File: config.mk
export PLATFORM = sky130hd
export DESIGN_NAME = cache_nway_lru
export DESIGN_NICKNAME = d
export VERILOG_FILES = /design/src/rtl/cache_pkg.sv /design/src/rtl/cache_lru_set_ctrl.sv /design/src/rtl/cache_nway_lru.sv
export SDC_FILE = /design/constraint.sdc
export NUM_CORES = 1
export LEC_CHECK = 0
export ABC_AREA = 1
export CAP_MARGIN = 15
export CORE_MARGIN = 5
export CORE_UTILIZATION = 37
export CTS_CLUSTER_SIZE = 10
export DETAILED_ROUTE_END_ITERATION = 8
export HOLD_SLACK_MARGIN = 0.12
export PLACE_DENSITY = 0.52
export SYNTH_ARGS = -nofsm -noshare
export SYNTH_HDL_FRONTEND = slang
export SYNTH_SLANG_ARGS = --single-unit
File: constraint.sdc
create_clock -name clk -period 3.4 [get_ports clk]
set_clock_uncertainty 0.05 [all_clocks]
set_input_delay 0.51 -clock clk [delete_from_list [all_inputs] [get_ports clk]]
set_output_delay 0.51 -clock clk [all_outputs]
set_load 0.005 [all_outputs]
File: src/rtl/cache_pkg.sv
// Shared types and width helpers for the N-way LRU cache.
package cache_pkg;

    // Controller states.
    typedef enum logic [2:0] {
        StIdle,
        StLookup,
        StWb,
        StFill,
        StAlloc,
        StResp
    } state_e;

    function automatic int unsigned idx_w(input int unsigned num_sets);
        return $clog2(num_sets);
    endfunction

    function automatic int unsigned age_w(input int unsigned num_ways);
        return $clog2(num_ways);
    endfunction

    function automatic int unsigned tag_w(input int unsigned addr_width,
                                          input int unsigned num_sets);
        return addr_width - $clog2(num_sets);
    endfunction

endpackage

File: src/rtl/cache_lru_set_ctrl.sv
// Per-set true-LRU bookkeeping: age storage, victim selection and age update.
// Ages within a set are always a permutation of 0..NUM_WAYS-1; 0 is most recent.
module cache_lru_set_ctrl
    import cache_pkg::*;
#(
    parameter int unsigned NUM_SETS = 8,
    parameter int unsigned NUM_WAYS = 4,
    localparam int unsigned IDX_W = idx_w(NUM_SETS),
    localparam int unsigned AGE_W = age_w(NUM_WAYS)
) (
    input  logic                clk,
    input  logic                rst,
    input  logic [IDX_W-1:0]    idx,
    input  logic [NUM_WAYS-1:0] valid,
    input  logic                upd_en,
    input  logic [AGE_W-1:0]    upd_way,
    output logic [AGE_W-1:0]    victim
);

    logic [AGE_W-1:0] age_q [NUM_SETS][NUM_WAYS];
    logic             found;

    // Victim: lowest-index invalid way, otherwise the oldest way.
    always_comb begin
        victim = '0;
        found  = 1'b0;
        for (int w = 0; w < NUM_WAYS; w++) begin
            if (!valid[w] && !found) begin
                victim = AGE_W'(w);
                found  = 1'b1;
            end
        end
        if (!found) begin
            for (int w = 0; w < NUM_WAYS; w++) begin
                if (age_q[idx][w] == AGE_W'(NUM_WAYS - 1)) begin
                    victim = AGE_W'(w);
                end
            end
        end
    end

    // Age update: accessed way becomes 0, younger ways age by one.
    always_ff @(posedge clk) begin
        if (rst) begin
            for (int s = 0; s < NUM_SETS; s++) begin
                for (int w = 0; w < NUM_WAYS; w++) begin
                    age_q[s][w] <= AGE_W'(w);
                end
            end
        end else if (upd_en) begin
            for (int w = 0; w < NUM_WAYS; w++) begin
                if (AGE_W'(w) == upd_way) begin
                    age_q[idx][w] <= '0;
                end else if (age_q[idx][w] < age_q[idx][upd_way]) begin
                    age_q[idx][w] <= age_q[idx][w] + AGE_W'(1);
                end
            end
        end
    end

endmodule

File: src/rtl/cache_nway_lru.sv
// N-way set-associative write-back, write-allocate cache with true-LRU replacement.
// One data word per line; backing level reached over a req/ready handshake.
module cache_nway_lru
    import cache_pkg::*;
#(
    parameter int unsigned ADDR_WIDTH = 11,
    parameter int unsigned DATA_WIDTH = 11,
    parameter int unsigned NUM_SETS   = 8,
    parameter int unsigned NUM_WAYS   = 4,
    parameter int unsigned CNT_WIDTH  = 16
) (
    input  logic                  clk,
    input  logic                  rst,
    input  logic [ADDR_WIDTH-1:0] addr,
    input  logic                  read,
    input  logic                  write,
    input  logic [DATA_WIDTH-1:0] wdata,
    output logic                  busy,
    output logic                  resp_valid,
    output logic [DATA_WIDTH-1:0] read_data,
    output logic                  l1_hit,
    output logic                  miss,
    output logic                  mem_req,
    output logic                  mem_we,
    output logic [ADDR_WIDTH-1:0] mem_addr,
    output logic [DATA_WIDTH-1:0] mem_wdata,
    input  logic                  mem_ready,
    input  logic [DATA_WIDTH-1:0] mem_rdata,
    output logic [CNT_WIDTH-1:0]  hit_count,
    output logic [CNT_WIDTH-1:0]  miss_count
);

    localparam int unsigned IDX_W = idx_w(NUM_SETS);
    localparam int unsigned AGE_W = age_w(NUM_WAYS);
    localparam int unsigned TAG_W = tag_w(ADDR_WIDTH, NUM_SETS);

    state_e state_q, state_d;

    logic [ADDR_WIDTH-1:0] addr_q;
    logic [DATA_WIDTH-1:0] wdata_q;
    logic                  is_wr_q;
    logic [AGE_W-1:0]      victim_q;

    logic [NUM_WAYS-1:0]   valid_q [NUM_SETS];
    logic [NUM_WAYS-1:0]   dirty_q [NUM_SETS];
    logic [TAG_W-1:0]      tag_q   [NUM_SETS][NUM_WAYS];
    logic [DATA_WIDTH-1:0] data_q  [NUM_SETS][NUM_WAYS];

    logic                  resp_valid_q, l1_hit_q, miss_q;
    logic [DATA_WIDTH-1:0] read_data_q;
    logic [CNT_WIDTH-1:0]  hit_count_q, miss_count_q;

    logic [IDX_W-1:0]      req_idx;
    logic [TAG_W-1:0]      req_tag;
    logic                  hit;
    logic [AGE_W-1:0]      hit_way;
    logic [AGE_W-1:0]      victim;
    logic                  lru_upd;
    logic [AGE_W-1:0]      lru_way;
    logic                  wr_hit, fill_en, alloc_en;

    assign req_idx = addr_q[IDX_W-1:0];
    assign req_tag = addr_q[ADDR_WIDTH-1:IDX_W];

    // Tag compare across all valid ways of the addressed set.
    always_comb begin
        hit     = 1'b0;
        hit_way = '0;
        for (int w = 0; w < NUM_WAYS; w++) begin
            if (valid_q[req_idx][w] && (tag_q[req_idx][w] == req_tag)) begin
                hit     = 1'b1;
                hit_way = AGE_W'(w);
            end
        end
    end

    assign wr_hit   = (state_q == StLookup) && hit && is_wr_q;
    assign fill_en  = (state_q == StFill) && mem_ready;
    assign alloc_en = (state_q == StAlloc);
    assign lru_upd  = ((state_q == StLookup) && hit) || (state_q == StResp);
    assign lru_way  = (state_q == StResp) ? victim_q : hit_way;

    cache_lru_set_ctrl #(
        .NUM_SETS (NUM_SETS),
        .NUM_WAYS (NUM_WAYS)
    ) u_lru (
        .clk     (clk),
        .rst     (rst),
        .idx     (req_idx),
        .valid   (valid_q[req_idx]),
        .upd_en  (lru_upd),
        .upd_way (lru_way),
        .victim  (victim)
    );

    // Next-state logic.
    always_comb begin
        state_d = state_q;
        unique case (state_q)
            StIdle: begin
                if (write || read) state_d = StLookup;
            end
            StLookup: begin
                if (hit) begin
                    state_d = StIdle;
                end else if (valid_q[req_idx][victim] && dirty_q[req_idx][victim]) begin
                    state_d = StWb;
                end else begin
                    state_d = is_wr_q ? StAlloc : StFill;
                end
            end
            StWb: begin
                if (mem_ready) state_d = is_wr_q ? StAlloc : StFill;
            end
            StFill: begin
                if (mem_ready) state_d = StResp;
            end
            StAlloc: state_d = StResp;
            StResp:  state_d = StIdle;
            default: state_d = StIdle;
        endcase
    end

    // Backing-level interface, driven only while a transaction is outstanding.
    always_comb begin
        mem_req   = 1'b0;
        mem_we    = 1'b0;
        mem_addr  = '0;
        mem_wdata = '0;
        if (state_q == StWb) begin
            mem_req   = 1'b1;
            mem_we    = 1'b1;
            mem_addr  = {tag_q[req_idx][victim_q], req_idx};
            mem_wdata = data_q[req_idx][victim_q];
        end else if (state_q == StFill) begin
            mem_req  = 1'b1;
            mem_addr = addr_q;
        end
    end

    // State register and request latch; victim is frozen at lookup.
    always_ff @(posedge clk) begin
        if (rst) begin
            state_q  <= StIdle;
            addr_q   <= '0;
            wdata_q  <= '0;
            is_wr_q  <= 1'b0;
            victim_q <= '0;
        end else begin
            state_q <= state_d;
            if ((state_q == StIdle) && (write || read)) begin
                addr_q  <= addr;
                wdata_q <= wdata;
                is_wr_q <= write;
            end
            if (state_q == StLookup) victim_q <= victim;
        end
    end

    // Valid and dirty bits.
    always_ff @(posedge clk) begin
        if (rst) begin
            valid_q <= '{default: '0};
            dirty_q <= '{default: '0};
        end else if (wr_hit) begin
            dirty_q[req_idx][hit_way] <= 1'b1;
        end else if (fill_en || alloc_en) begin
            valid_q[req_idx][victim_q] <= 1'b1;
            dirty_q[req_idx][victim_q] <= alloc_en;
        end
    end

    // Line payload; meaningless while the valid bit is clear, so no reset.
    always_ff @(posedge clk) begin
        if (!rst) begin
            if (wr_hit) begin
                data_q[req_idx][hit_way] <= wdata_q;
            end else if (fill_en || alloc_en) begin
                tag_q[req_idx][victim_q]  <= req_tag;
                data_q[req_idx][victim_q] <= fill_en ? mem_rdata : wdata_q;
            end
        end
    end

    // Response pulse, read result and saturating statistics.
    always_ff @(posedge clk) begin
        if (rst) begin
            resp_valid_q <= 1'b0;
            l1_hit_q     <= 1'b0;
            miss_q       <= 1'b0;
            read_data_q  <= '0;
            hit_count_q  <= '0;
            miss_count_q <= '0;
        end else begin
            resp_valid_q <= 1'b0;
            l1_hit_q     <= 1'b0;
            miss_q       <= 1'b0;
            if ((state_q == StLookup) && hit) begin
                resp_valid_q <= 1'b1;
                l1_hit_q     <= 1'b1;
                if (!is_wr_q) read_data_q <= data_q[req_idx][hit_way];
                if (!(&hit_count_q)) hit_count_q <= hit_count_q + CNT_WIDTH'(1);
            end else if (state_q == StResp) begin
                resp_valid_q <= 1'b1;
                miss_q       <= 1'b1;
                if (!is_wr_q) read_data_q <= data_q[req_idx][victim_q];
                if (!(&miss_count_q)) miss_count_q <= miss_count_q + CNT_WIDTH'(1);
            end
        end
    end

    assign busy       = (state_q != StIdle);
    assign resp_valid = resp_valid_q;
    assign l1_hit     = l1_hit_q;
    assign miss       = miss_q;
    assign read_data  = read_data_q;
    assign hit_count  = hit_count_q;
    assign miss_count = miss_count_q;

endmodule

==> impl_metrics.tcl, run 1 <==
set metrics [dict create \
    ys_ff_latch 813 \
    grt_pass1_vias 28800 \
    status "finished, violations left" \
    ys_warn_count 0 \
    top_layer "met4" \
    hold_viol_final 0 \
    clk_pin_slew_ns 0.06 \
    cts-buffers-inserted 94 \
    whs_path_depth 3 \
    drt_iter0_drc 3186 \
    clkSinkCount 813 \
    die_x_um 324 \
    drc 0 \
    intPower_w 0.0237 \
    place.gp.congestion 0.855 \
    start_util 0.371 \
    ys_seq_area_frac 0.632 \
    hp-class "input port to register" \
    p_seq_frac 0.314 \
    hp-start "write" \
    path_max_fanout 8 \
    r2r_cells 23 \
    root_buffer "clkbuf_16" \
    ant_nets 0 \
    synth_cell_types 47 \
    cts_tree "built" \
    max_freq_ghz 0.281 \
    powerDensity_mw_per_mm2 813 \
    grt_first_pass_wirelength_mm 189 \
    io_buffer_count 108 \
    fill_cells 8999 \
    routed_wirelength_mm 128 \
    rsz0062_at_grt "yes" \
    rows 115 \
    worstPathArrival_ns 3.91 \
    relSlewSlack 0.253 \
    finalSetupTns_ns -29.05 \
    power_frac_clock 0.242 \
    grt_max_degree 86 \
    r2r_end "u_lru.age_q[7][4]$_SDFFCE_PN1P_" \
    r2r_setup_slack_ns -0.15 \
    ir_drop_uv 495 \
    wl_met2_mm 55.5 \
    multi_input_area_mm2 0.0121 \
    critPathKind "register to register" \
    violations "negative setup slack" \
    die_height_um 324 \
    fin_crit_ns 3.55 \
    io_pins 109 \
    total_power_w 0.0384 \
    wl_per_cell_um 22.9 \
    core_area_mm2 0.0980 \
    combPwrFrac 0.444 \
    insertion_delay_ns 0.66 \
    firstDrtPassIters 6 \
    grt-ovfl-total 0 \
    avgViaCountPerCell 5.39 \
    h-tree-depth 3 \
    required_ns 3.75 \
    hpwl_mm 80.7 \
    synth_area_per_cell_um2 9.76 \
    seq_area_mm2 0.0230 \
    synth_nets 3773 \
    vias 30100 \
    nets 4275 \
    switching_power_w 0.0147 \
    p_leak_nw 17.4 \
    crit_path_start_kind "register" \
    finalWorstSetupSlack_ns -0.153 \
    track_usage 0.239 \
    hold_slack_ns 0.391 \
    dr_wl_met3_mm 11.5 \
    whs_endpoint "is_wr_q$_SDFFE_PP0P_" \
    final_cell_area_mm2 0.0472 \
    maxCapViolCount 0 \
    netlist_instances 3729 \
    cts.path.max_buffers 3 \
    critPathCaptureType "register" \
    area_delta_synth_final_pct 29.8 \
    m1WireLength_mm 56.3 \
    setup_viol 439 \
    pre_cts_ws_ns -0.348 \
    drive_above_1_share 0.207 \
    switching_share 0.384 \
    report.final.slew_viol_count 0 \
    antenna_found_initial 2 \
    dieArea_mm2 0.105 \
    syn_area_mm2 0.0364 \
    tightest_slew_ns 1.11 \
    placed_cell_area_mm2 0.0417 \
    fin_crit_sh 1.04 \
]
-- worst max path at each step --
stage | startpoint | end | slack, ns | cells after the start
floorplan | addr_q[6]$_SDFFE_PP0P_ | data_q[0][0]$_DFFE_PP_ | 0.08 | 17
global placement | register | data_q[3][28]$_DFFE_PP_ | -0.33 | 20
detailed placement | register | data_q[3][28]$_DFFE_PP_ | -0.35 | 19
CTS | register | mem_addr[3] | -0.18 | 11
global route | register | data_q[7][27]$_DFFE_PP_ | -0.28 | 24
finish | register | u_lru.age_q[7][4]$_SDFFCE_PN1P_ | -0.15 | 23
-- worst max-delay path: stages (launching register included) --
cell	delay, ns
dfxtp_4	0.43
buf_12	0.15
buf_16	0.16
buf_4	0.14
o21ai_0	0.08
o211ai_1	0.42
a21oi_2	0.13
nor2_2	0.17
nand3_4	0.16
buf_12	0.17
nand2_4	0.06
nand2_4	0.07
nand2_8	0.09
nand2_8	0.09
nand2_1	0.09
nand2_1	0.08
nand2_4	0.11
nand3_2	0.09
nand2_2	0.10
nand2_2	0.07
nand2_4	0.09
buf_6	0.13
buf_4	0.11
nand3_1	0.05
-- cells in the final DEF, fill, tap and decap left out, types with 30 or more instances in the layout --
| cell type | Yosys | final |
|---|---|---|
| o21ai_1 | 29 | 78 |
| nand2_2 | 10 | 63 |
| clkbuf_16 | 0 | 100 |
| o211ai_1 | 45 | 45 |
| o21ai_0 | 411 | 344 |
| clkbuf_1 | 116 | 50 |
| clkdlybuf4s50_1 | 0 | 88 |
| nand3_1 | 178 | 158 |
| buf_6 | 21 | 56 |
| a21oi_1 | 145 | 143 |
| nand2_1 | 666 | 602 |
| buf_12 | 0 | 55 |
| buf_16 | 0 | 30 |
| inv_1 | 264 | 244 |
| o22ai_1 | 154 | 140 |
| edfxtp_1 | 672 | 672 |
| buf_4 | 26 | 368 |
| dfxtp_1 | 141 | 138 |
| nor2_1 | 611 | 571 |
-- state kept, by name (all words and copies together) (netlist names), named ones only --
name	cells
miss	1
miss_count	16
victim_q	2
valid_q	32
dirty_q	32
is_wr_q	1
state_q	3
addr_q	11
hit_count	16
resp_valid	1
data_q	352
tag_q	256
l1_hit	1
read_data	11
wdata_q	11
u_lru.age_q	64
-- Yosys cell counts, drive strengths merged --
cell type    n  area [µm²]
o21a         3        22.5
o2111ai      7        61.3
o221ai       5        43.8
clkinv       9        33.8
or2          3        18.8
a22oi        4        30.0
edfxtp     672       20200
o21bai       3        22.5
nor4         6        37.5
o22ai      154         963
nor2       613        2310
nand3b       1        7.51
nand3      184         951
o31ai       10        75.1
a31oi       28         175
a21boi       1        7.51
a311oi       1        8.76
a211oi       5        37.5
buf        108         723
o21ai      440        2200
nor3        27         140
inv        271        1020
and2         1        6.26
nor3b        4        30.0
clkbuf     116         435
dfxtp      141        2820
nor4b        1        8.76
o211ai      45         338
nand2      681        2620
a221oi       7        61.3
a21oi      150         769
ha           6        75.1
xor2         6        52.6
nand4       16         100
-- kinds of logic after synthesis --
family | share of synthesized area
simple gates | 0.171
compound gates | 0.132
flops | 0.632
buf+inv | 0.0609
xor+xnor | 0.00144
fa+ha+maj | 0.00206
-- through the flow --
step                       util  cells
after floorplan               -   3729
after global placement    0.426   5312
after detailed placement  0.426   5312
after CTS                 0.478   5561
after global routing      0.482   5583
final                     0.482   5584
-- cell type report --
class / instances / share of cell area
antenna: 1 / 0.0000530
multi-input combinational: 2414 / 0.257
timing repair buffer: 627 / 0.141
tap: 1287 / 0.0341
clock inverter: 11 / 0.00156
clock buffer: 150 / 0.0567
timing repair inverter: 1 / 0.000185
sequential: 813 / 0.487
inverter: 280 / 0.0228
-- timing repair --
| action | CTS | global route |
|---|---|---|
| pin swaps | 97 | 43 |
| resized for setup | 418 | 63 |
| setup endpoints to repair | 495 | 578 |
| gates cloned | 33 | 1 |
| setup buffers | 59 | 19 |
| hold buffers | 0 | 0 |
-- power by group through the flow --
stage / sequential [W] / combinational [W] / clock, W
detailed placement: 0.0123 / 0.0137 / 0
finish: 0.0121 / 0.0170 / 0.00931
CTS: 0.0121 / 0.0165 / 0.00946
floorplan: 0.0124 / 0.00686 / 0
global placement: 0.0123 / 0.0137 / 0
global route: 0.0121 / 0.0181 / 0.00986
-- metal layers --
layer | up-vias | GRT usage
met5 | - | 0
met4 | 0 | 0.0742
met3 | 265 | 0.0513
met2 | 1300 | 0.363
met1 | 14600 | 0.345
li1 | 14000 | -
Note: power is estimated with default switching activity, not from simulation.
==> inputs of run 2 (changes only) <==
--- a/config.mk
+++ b/config.mk
@@ -6,13 +6,14 @@
 export NUM_CORES = 1
 export LEC_CHECK = 0
 export ABC_AREA = 1
-export CAP_MARGIN = 15
+export CAP_MARGIN = 20
 export CORE_MARGIN = 5
 export CORE_UTILIZATION = 37
 export CTS_CLUSTER_SIZE = 10
 export DETAILED_ROUTE_END_ITERATION = 8
 export HOLD_SLACK_MARGIN = 0.12
 export PLACE_DENSITY = 0.52
+export SLEW_MARGIN = 15
 export SYNTH_ARGS = -nofsm -noshare
 export SYNTH_HDL_FRONTEND = slang
 export SYNTH_SLANG_ARGS = --single-unit
==> impl_metrics.tcl, run 2 (synthesis gave the netlist of run 1 again) <==
set metrics [dict create \
    status "finished, violations left" \
    violations "negative setup slack" \
    die_height_um 324 \
    relSlewSlack 0.266 \
    multi_input_area_mm2 0.0131 \
    drc 0 \
    ir_drop_uv 472 \
    hold_viol_final 0 \
    cp_num_buf_inv 8 \
    nets 4290 \
    required_ns 3.71 \
    hp-class "input port to register" \
    h-tree-depth 3 \
    path_max_fanout 15 \
    slowest_delay_ns 0.45 \
    cts_tree "built" \
    fill_cells 8819 \
    cts-buffers-inserted 93 \
    seq_area_mm2 0.0230 \
    setup_viol 522 \
    path_common_cell "nand2_2" \
    critPathKind "register to register" \
    avgViaCountPerCell 5.41 \
    final_cell_area_mm2 0.0483 \
    hpwl_mm 80.7 \
    io_buffer_count 108 \
    powerDensity_mw_per_mm2 803 \
    antenna_found_initial 0 \
    cpLargestDelayFamily "simple AND/OR/NAND/NOR gates" \
    grt_use_met1 0.346 \
    place.gp.congestion 0.855 \
    grt-ovfl-total 0 \
    max_freq_ghz 0.273 \
    placed_cell_area_mm2 0.0417 \
    finalWorstSetupSlack_ns -0.269 \
    report.final.slew_viol_count 0 \
    p_leak_nw 17.7 \
    rsz0062_at_grt "yes" \
    maxCapViolCount 0 \
    firstDrtPassIters 6 \
    fin_crit_ns 3.67 \
    dieArea_mm2 0.105 \
    slowest_stage "dfxtp_4" \
    grt_pass1_vias 28800 \
    rows 115 \
    grt_busiest_layer "met2" \
    cts.path.max_buffers 3 \
    grt_max_degree 86 \
    routed_wirelength_mm 129 \
    critPathCaptureType "register" \
    clkSinkCount 813 \
    root_buffer "clkbuf_16" \
    reg_top3 "data_q (352), tag_q (256), u_lru.age_q (64)" \
    area_delta_synth_final_pct 32.7 \
    top_register "data_q" \
    clk_pin_slew_ns 0.06 \
    pre_cts_ws_ns -0.386 \
    vias 30300 \
    drt_iter0_drc 3018 \
    fin_crit_sh 1.08 \
    io_pins 109 \
    insertion_delay_ns 0.65 \
    crit_path_start_kind "register" \
    grt_use_met3 0.0461 \
    start_util 0.371 \
    use_met2 0.365 \
    mostFrequentLayoutCells "edfxtp_1, nor2_1, nand2_1" \
    die_x_um 324 \
    worstPathArrival_ns 3.98 \
    track_usage 0.239 \
    wl_per_cell_um 23.0 \
    ant_nets 0 \
    total_power_w 0.0388 \
    grt_first_pass_wirelength_mm 188 \
    mostFrequentLayoutCell "edfxtp_1" \
    tightest_slew_ns 1.09 \
    largest_reg_flops 352 \
    drive_above_1_share 0.240 \
    core_area_mm2 0.0980 \
]
-- run 2: changes by cell type in the layout (fill, tap and decap cells not counted), sizes merged --
cell,change
buf,+7
bufinv,+1
clkbuf,+5
clkdlybuf4s50,+1
clkinv,-8
dlygate4sd2,-1
dlymetal6s2s,+2
nand2,+1
-- run 2: worst paths after layout --
path                              from                              end  slack (ns)  depth (start not counted)
max                           register  u_lru.age_q[0][2]$_SDFFCE_PN0P_       -0.27                         26
min                              write             is_wr_q$_SDFFE_PP0P_        0.42                          3
min reg2reg  read_data[1]$_SDFFE_PP0P_        read_data[1]$_SDFFE_PP0P_        0.42                          2
max reg2reg                   register  u_lru.age_q[0][2]$_SDFFCE_PN0P_       -0.27                         26
-- run 2: per-layer routing --
layer  vias to the layer above  share of wire  wire length, µm
li1                      14000              -                -
met1                     14700           0.44            57000
met5                         -              0                0
met3                       229          0.084            10800
met2                      1285           0.44            56800
met4                         0          0.031             4010
-- run 2: layout make-up --
cell class,instances,area share
sequential,813,0.477
multi-input combinational,2415,0.271
timing repair buffer,642,0.142
clock buffer,149,0.0538
tap,1287,0.0333
inverter,280,0.0225
clock inverter,4,0.00114
timing repair inverter,1,0.000181
antenna,1,0.0000518
-- run 2: report_power, final --
part           switching (W)  internal [W]  total [W]
clock                0.00384       0.00524    0.00908
combinational         0.0110       0.00666     0.0177
sequential          0.000177        0.0119     0.0121
total                 0.0150        0.0238     0.0388
-- run 2: worst min-delay path, stage by stage --
cell             delay [ns]
clkdlybuf4s50_1        0.42
nand2_1                0.08
a21oi_1                0.05
-- run 2: per-stage QoR --
step	utilization	setup TNS (ns)	cells	hold slack, ns
2_1_floorplan	-	0	3729	0.382
3_3_place_gp	0.426	-69.57	5312	0.404
4_1_cts	0.480	-11.24	5563	0.304
6_report	0.493	-49.23	5592	0.419
3_5_place_dp	0.426	-95.85	5315	0.408
5_1_grt	0.493	-141.43	5591	0.416
-- run 2: timing repair --
action / 4_1_cts / 5_1_grt
setup endpoints to repair: 461 / 568
hold buffers: 0 / 0
cloned: 34 / 6
buffers inserted: 68 / 29
gates resized for setup: 435 / 270
pin swaps: 103 / 125
